===== src/rtl/pong_pkg.sv =====
// Shared types and defaults for the Pong game-flow and score overlay logic.
package pong_pkg;

  localparam int unsigned DEF_NUM_BALLS   = 3;
  localparam int unsigned DEF_HOLD_FRAMES = 120;

  typedef enum logic [1:0] {
    ST_NEWGAME = 2'd0,
    ST_PLAY    = 2'd1,
    ST_NEWBALL = 2'd2,
    ST_OVER    = 2'd3
  } game_state_e;

  typedef struct packed {
    logic [3:0] tens;
    logic [3:0] units;
  } bcd_score_t;

  function automatic logic bcd_is_max(input bcd_score_t v);
    return (v.tens == 4'd9) && (v.units == 4'd9);
  endfunction

endpackage


===== src/rtl/bcd_counter2.sv =====
// Two-digit saturating BCD up-counter with synchronous clear and increment enable.
module bcd_counter2
  import pong_pkg::*;
(
  input  logic       clk,
  input  logic       rst,
  input  logic       clr,
  input  logic       inc,
  output bcd_score_t count
);

  always_ff @(posedge clk) begin
    if (rst || clr) begin
      count <= '0;
    end else if (inc && !bcd_is_max(count)) begin
      if (count.units == 4'd9) begin
        count.units <= 4'd0;
        count.tens  <= count.tens + 4'd1;
      end else begin
        count.units <= count.units + 4'd1;
      end
    end
  end

endmodule


===== src/rtl/pong_game_ctrl.sv =====
// Pong game-flow sequencer: serve/rally/pause/game-over flow, ball count, score and frame-paced pauses.
module pong_game_ctrl
  import pong_pkg::*;
#(
  parameter int unsigned NUM_BALLS   = DEF_NUM_BALLS,
  parameter int unsigned HOLD_FRAMES = DEF_HOLD_FRAMES
) (
  input  logic       clk,
  input  logic       rst,
  input  logic       refr_tick,
  input  logic [1:0] btn,
  input  logic       hit,
  input  logic       miss,
  output logic       still,
  output logic [2:0] balls_left,
  output logic [7:0] score,
  output logic [1:0] game_state,
  output logic       game_over
);

  localparam int unsigned TW = $clog2(HOLD_FRAMES + 1);

  game_state_e state;
  logic [TW-1:0] timer;
  bcd_score_t    score_q;
  logic          score_clr;
  logic          score_inc;

  // Score clears on the OVER->NEWGAME transition; a simultaneous miss discards the hit.
  assign score_clr = (state == ST_OVER) && (timer == '0);
  assign score_inc = (state == ST_PLAY) && hit && !miss;

  bcd_counter2 u_score (
    .clk   (clk),
    .rst   (rst),
    .clr   (score_clr),
    .inc   (score_inc),
    .count (score_q)
  );

  always_ff @(posedge clk) begin
    if (rst) begin
      state      <= ST_NEWGAME;
      timer      <= '0;
      balls_left <= 3'(NUM_BALLS);
      still      <= 1'b1;
      game_over  <= 1'b0;
    end else begin
      case (state)
        ST_NEWGAME: begin
          if (btn != 2'b00) begin
            state <= ST_PLAY;
            still <= 1'b0;
          end
        end
        ST_PLAY: begin
          // Entering a pause loads the timer; a coincident refr_tick is not counted.
          if (miss) begin
            balls_left <= balls_left - 3'd1;
            timer      <= TW'(HOLD_FRAMES);
            still      <= 1'b1;
            if (balls_left == 3'd1) begin
              state     <= ST_OVER;
              game_over <= 1'b1;
            end else begin
              state <= ST_NEWBALL;
            end
          end
        end
        ST_NEWBALL: begin
          if (timer == '0) begin
            if (btn != 2'b00) begin
              state <= ST_PLAY;
              still <= 1'b0;
            end
          end else if (refr_tick) begin
            timer <= timer - TW'(1);
          end
        end
        ST_OVER: begin
          if (timer == '0) begin
            state      <= ST_NEWGAME;
            balls_left <= 3'(NUM_BALLS);
            game_over  <= 1'b0;
          end else if (refr_tick) begin
            timer <= timer - TW'(1);
          end
        end
        default: state <= ST_NEWGAME;
      endcase
    end
  end

  assign game_state = state;
  assign score      = score_q;

endmodule

===== config.mk =====
export PLATFORM = sky130hd
export DESIGN_NAME = pong_game_ctrl
export DESIGN_NICKNAME = d
export VERILOG_FILES = /design/src/rtl/pong_pkg.sv /design/src/rtl/bcd_counter2.sv /design/src/rtl/pong_game_ctrl.sv
export SDC_FILE = /design/constraint.sdc
export NUM_CORES = 1
export LEC_CHECK = 0
export CAP_MARGIN = 0
export CELL_PAD_IN_SITES_DETAIL_PLACEMENT = 0
export CELL_PAD_IN_SITES_GLOBAL_PLACEMENT = 1
export CORE_UTILIZATION = 30
export CTS_CLUSTER_DIAMETER = 50
export DETAILED_ROUTE_END_ITERATION = 8
export PLACE_DENSITY = 0.63
export SKIP_LAST_GASP = 1
export SYNTH_ARGS = -nofsm -noshare
export SYNTH_HDL_FRONTEND = slang
export SYNTH_HIERARCHICAL = 1
export SYNTH_SLANG_ARGS = --single-unit

===== constraint.sdc =====
create_clock -name clk -period 2.4 [get_ports clk]
set_input_delay 0.36 -clock clk [delete_from_list [all_inputs] [get_ports clk]]
set_output_delay 0.36 -clock clk [all_outputs]
set_load 0.1 [all_outputs]

Word level (Yosys, flattened, before mapping)
Index checks and enable logic that the tools add are counted.
Widths: inputs -> output; s select.
Word-level totals
  logic and storage cells: 66
  input port bits: 7
  register bits after elaboration: 22
Operators by class
  reduce and logical (&&, ||, !) cells: 21
  equality and inequality tests: 12
  mux-type cells: 22
  add/subtract/negate cells: 4
Operators with widths (number)
  $mux 7: 3
  $pmux 7 s2: 1
  $reduce_and 3->1: 3
  $add 4x1->4 const B: 2
  $eq 4x4->1 const B: 2
  $mux 2: 4
  $pmux 2 s4: 1
  $reduce_and 4->1: 2
  $logic_not 7->1: 1
  $mux 1: 7
  $sub 7x1->7 const B: 1
  $mux 3: 2
  $ne 2x1->1 const B: 3
  $ne 2x2->1 const B: 3
  $pmux 3 s2: 1
  $reduce_bool 2->1: 3
  $logic_and 1x1->1: 5
  $eq 2x2->1 const B: 2
  $mux 4: 1
  $eq 3x1->1 const B: 1
  $pmux 1 s3: 1
  $reduce_bool 3->1: 1
  $sub 3x1->3 const B: 1
  $eq 2x1->1 const B: 1
  other kinds (6): 7

Logic depth before layout (Yosys ltp)
  word-level depth: 5
  gate-level depth with buffers: 8
  depth with buffers taken out: 7

Modules after synthesis
Netlist, hierarchy kept.
Modules (own cells, without submodules)
  pong_game_ctrl: seq. area each 280.3 µm², instances 1, area an instance 785.8 µm², cells an instance 92
  bcd_counter2: seq. area each 160.2 µm², instances 1, area an instance 405.4 µm², cells an instance 47

Least setup slack after synthesis
OpenSTA, ideal clock, no wires.
  path kind: flip-flop to flip-flop
  from: register state[0] (netlist: game_state[0])
  to: register u_score/count[7] in the netlist's numbering
  library setup time: 0.070 ns
  path slack: -0.032 ns
  required time: 2.330 ns
  arrival time: 2.362 ns
  cell stages (with the launch flop): 5
  buffers on the path: 0
  path through: dfxtp_1 > nor4bb_1 > nand2_1 > or4_1 > a21oi_1
Between the ends
  word-level cells in the longest chain between the ends: 5
  elaborated cells between the ends (all ways): 8
  classes of those cells: eq/ne (2); reduce/logical (6)
Ends and longest elaborated chain
  from (decl): line pong_game_ctrl.sv:23  | game_state_e state;
  from (signal assigned): line pong_game_ctrl.sv:43  | state <= ST_NEWGAME;
  from (signal assigned): line pong_game_ctrl.sv:52  | state <= ST_PLAY;
  from (signal assigned): line pong_game_ctrl.sv:63  | state <= ST_OVER;
  $eq 2x1->1: line pong_game_ctrl.sv:31  | assign score_inc = (state == ST_PLAY) && hit && !miss;
  $logic_and 1x1->1 (2 in series): line pong_game_ctrl.sv:31
  named net score_inc: line pong_game_ctrl.sv:27  | logic score_inc;
  $logic_and 1x1->1: line bcd_counter2.sv:15  | end else if (inc && !bcd_is_max(count)) begin
  $reduce_and 2->1 (no line)
  to (decl): line bcd_counter2.sv:9  | output bcd_score_t count
The timed path passes the listed nets, and every way through them passes these cells.
A chain may end at the register's enable or synchronous reset.

Worst setup path after layout
  from: input port hit
  to: register u_score/count[7] in the netlist's numbering
Between the ends
  word-level cells in the longest chain between the ends: 4
Ends and longest elaborated chain
  from (decl): line pong_game_ctrl.sv:12  | input logic hit,
  $logic_and 1x1->1 (2 in series): line pong_game_ctrl.sv:31
  named net score_inc: line pong_game_ctrl.sv:27
  $logic_and 1x1->1: line bcd_counter2.sv:15
  $reduce_and 2->1 (no line)
The timed path passes the listed nets, and every way through them passes these cells.

==> results.cfg <==
[floorplan]
placeableCoreArea_um2 = 3744
floorplan.die_area_um2 = 4226
cell_rows = 22
die_w_um = 65.01
design.portCount = 22
start_util = 0.3182
die_height_um = 65.01

[detailed_routing]
drtIter0Drc = 49
wl_met2_um = 1176
first_pass_iters = 4
met1Wirelength_um = 1359
avgViaCountPerCell = 5.057
remaining_drc_errors = 0
detail_route.wirelength_um = 2673
routed_wire_length_per_instance_um = 12.73
met3_wirelength_um = 97
ant_nets = 0
routed-via-count = 1062
highest_routing_layer_actually_used = met4

[logic_synthesis]
syn_area_per_cell_um2 = 8.569
prevailing_post_synth_register_cell = dfxtp_1
synthArstFlopShare = 0
postSynthCellCount = 139
synth.yosys.warnings = 6
synth_largest_type_area_fraction = 0.3697
synth_seq_cells = 22
synth_edf_count = 0
ys_top_cells_by_area = dfxtp_1 (37%), ha_1 (6.3%), a21oi_1 (5.5%)
syn_nets = 152
synth.cell_area_um2 = 1191
part_of_the_yosys_area_used_for_sequential_elements = 0.3697
netlist.top_cell.by_area = dfxtp_1
ys_types = 37

[timing]
fmaxAchievable_mhz = 531.1
worst_slew_pin_slew_ps = 456.4
finalWorstPathRequiredPeriod_ps = 1883
final_min_period_over_clock_period = 0.7846
timing.slew.headroom = 0.6953
holdWs_ps = 480.1
totalNegativeSetupSlack_ps = 0
final-max-slew-violation-count = 0
setup_viol_count_final = 0
finalHoldViolCount = 0
grt_setup_unrepaired = no
fin_skew_ps = 3.249
final_critical_path_setup_slack_ps = 517.0

[global_routing]
first_global_vias = 1004
antenna_found_initial = 0
globalRouteTotalUtil = 0.1411
grt_max_degree = 15
overflow = 0
grt_pass1_wl_um = 4629

[run_status]
run_status = finished, final reports clean

[cts]
ctsHoldBuffers = 0
cts-root-buf = clkbuf_8
htree_levels = 1
cts_tree = done
clock_latency_ps = 260
cts_buffer_count = 3
tritoncts_sinks = 22
max-clock-path-buffers = 2
post_cts_buffers = 0
cts.reportedPaths.clkPinSlew_ps = 80
post_cts.resized_instances = 0

[finish]
layoutNonFillerInstCount = 210
mostFrequentLayoutCell = dfxtp_1
layout.cells.most_common_list = dfxtp_1 (21), buf_4 (17), nand2_1 (13), a21oi_1 (13), inv_1 (11)
area_growth_pct = 21.95
final_net_count = 176
n_antenna_cell = 0
post_route_cells_drive_above_1_share = 0.1975

[setup_path]
timing.critical_path.arrival_ps = 2080
critPathKind = in -> reg
worst_setup_path_start_kind = input port
worst-endpoint-required_ps = 2600
critical_path.max_fanout = 7
worstSetupEndpointType = register

[placement]
placedCellCount = 206
io_buffer_count = 21
placement.setup.worst_slack_ps = 268.7
routabilityCongestion = 0.7978
dp_hpwl_um = 2010

[flow_run]
cap_viol_max_count = 0

[power]
leakage_uw = 0.0005857
ir_worst_vdd_mv = 0.2822
power.density_cell_area_nw_per_um2 = 607.4

[min_path]
worst_hold_path_type = reg -> reg
layout make-up:
| type | instances | area [µm²] |
|---|---|---|
| flip-flops and latches | 22 | 441.7 |
| fillers | 422 | 2291 |
| well taps | 48 | 60.06 |
| multi-input cells | 102 | 666.9 |
| inverters | 11 | 41.29 |
| repair buffers | 23 | 187.7 |
| clock buffers | 4 | 55.05 |
final timing paths:
kind / start / endpoint / slack (ps) / cells past startpoint
max: hit / u_score/count[7] / 520 / 5
min: timer[1] / timer[1] / 480 / 2
max reg2reg: game_state[1] / u_score/count[7] / 540 / 4
min reg2reg: timer[1] / timer[1] / 480 / 2
per-layer routing:
metal	vias up	GRT usage
met5	-	0
li1	546	-
met3	5	0.02465
met1	489	0.1878
met2	22	0.2240
met4	0	0.05707
logic make-up (layout without fill, tap and decap cells):
family | Yosys count | count (layout) | synth area share
buffers and inverters | 15 | 38 | 0.07038
muxes | 3 | 3 | 0.02521
adders and majority gates | 6 | 6 | 0.06302
DFF | 22 | 22 | 0.3697
xor gates and xnor gates | 2 | 2 | 0.01471
AOI/OAI and AO/OA | 36 | 36 | 0.1880
and+or+nand+nor | 55 | 55 | 0.2689
registers in the layout, summed over array words and instances, names as in the netlist:
signal and cells:
u_score/count 8, timer 7, balls_left 3, game_state 2, game_over 1, still 1
per-stage QoR:
stage	instance area, µm²	power (µW)	util
finish	1453	882.3	0.3880
global route	1453	925.7	0.3880
CTS	1453	890.8	0.3880
detailed placement	1398	621.0	0.3733
global placement	1398	619.3	0.3733
floorplan	1192	574.2	-
synthesized netlist by cell type, types with 3 or more instances:
cell / instances
a21oi_1: 13
dfxtp_1: 22
ha_1: 6
inv_1: 11
mux2i_1: 3
nand2_1: 13
nand3_1: 5
nor2_1: 8
nor3_1: 8
o21ai_0: 8
o21ai_1: 3
o31ai_1: 3
or2_2: 3
or3_1: 3
power breakdown:
part | switching [µW] | leakage, µW | total (µW) | internal (µW)
clock | 125 | 0.0000288 | 271 | 146
combinational | 135 | 0.000378 | 202 | 67.4
sequential | 24.7 | 0.000179 | 409 | 384
total | 284 | 0.000586 | 882 | 598
critical path, stage by stage:
cell	delay [ps]
clkdlybuf4s50_1	450
nor4bb_1	360
nand2_1	230
or4_1	540
a21oi_1	150
Power figures use the tool's default switching activity.
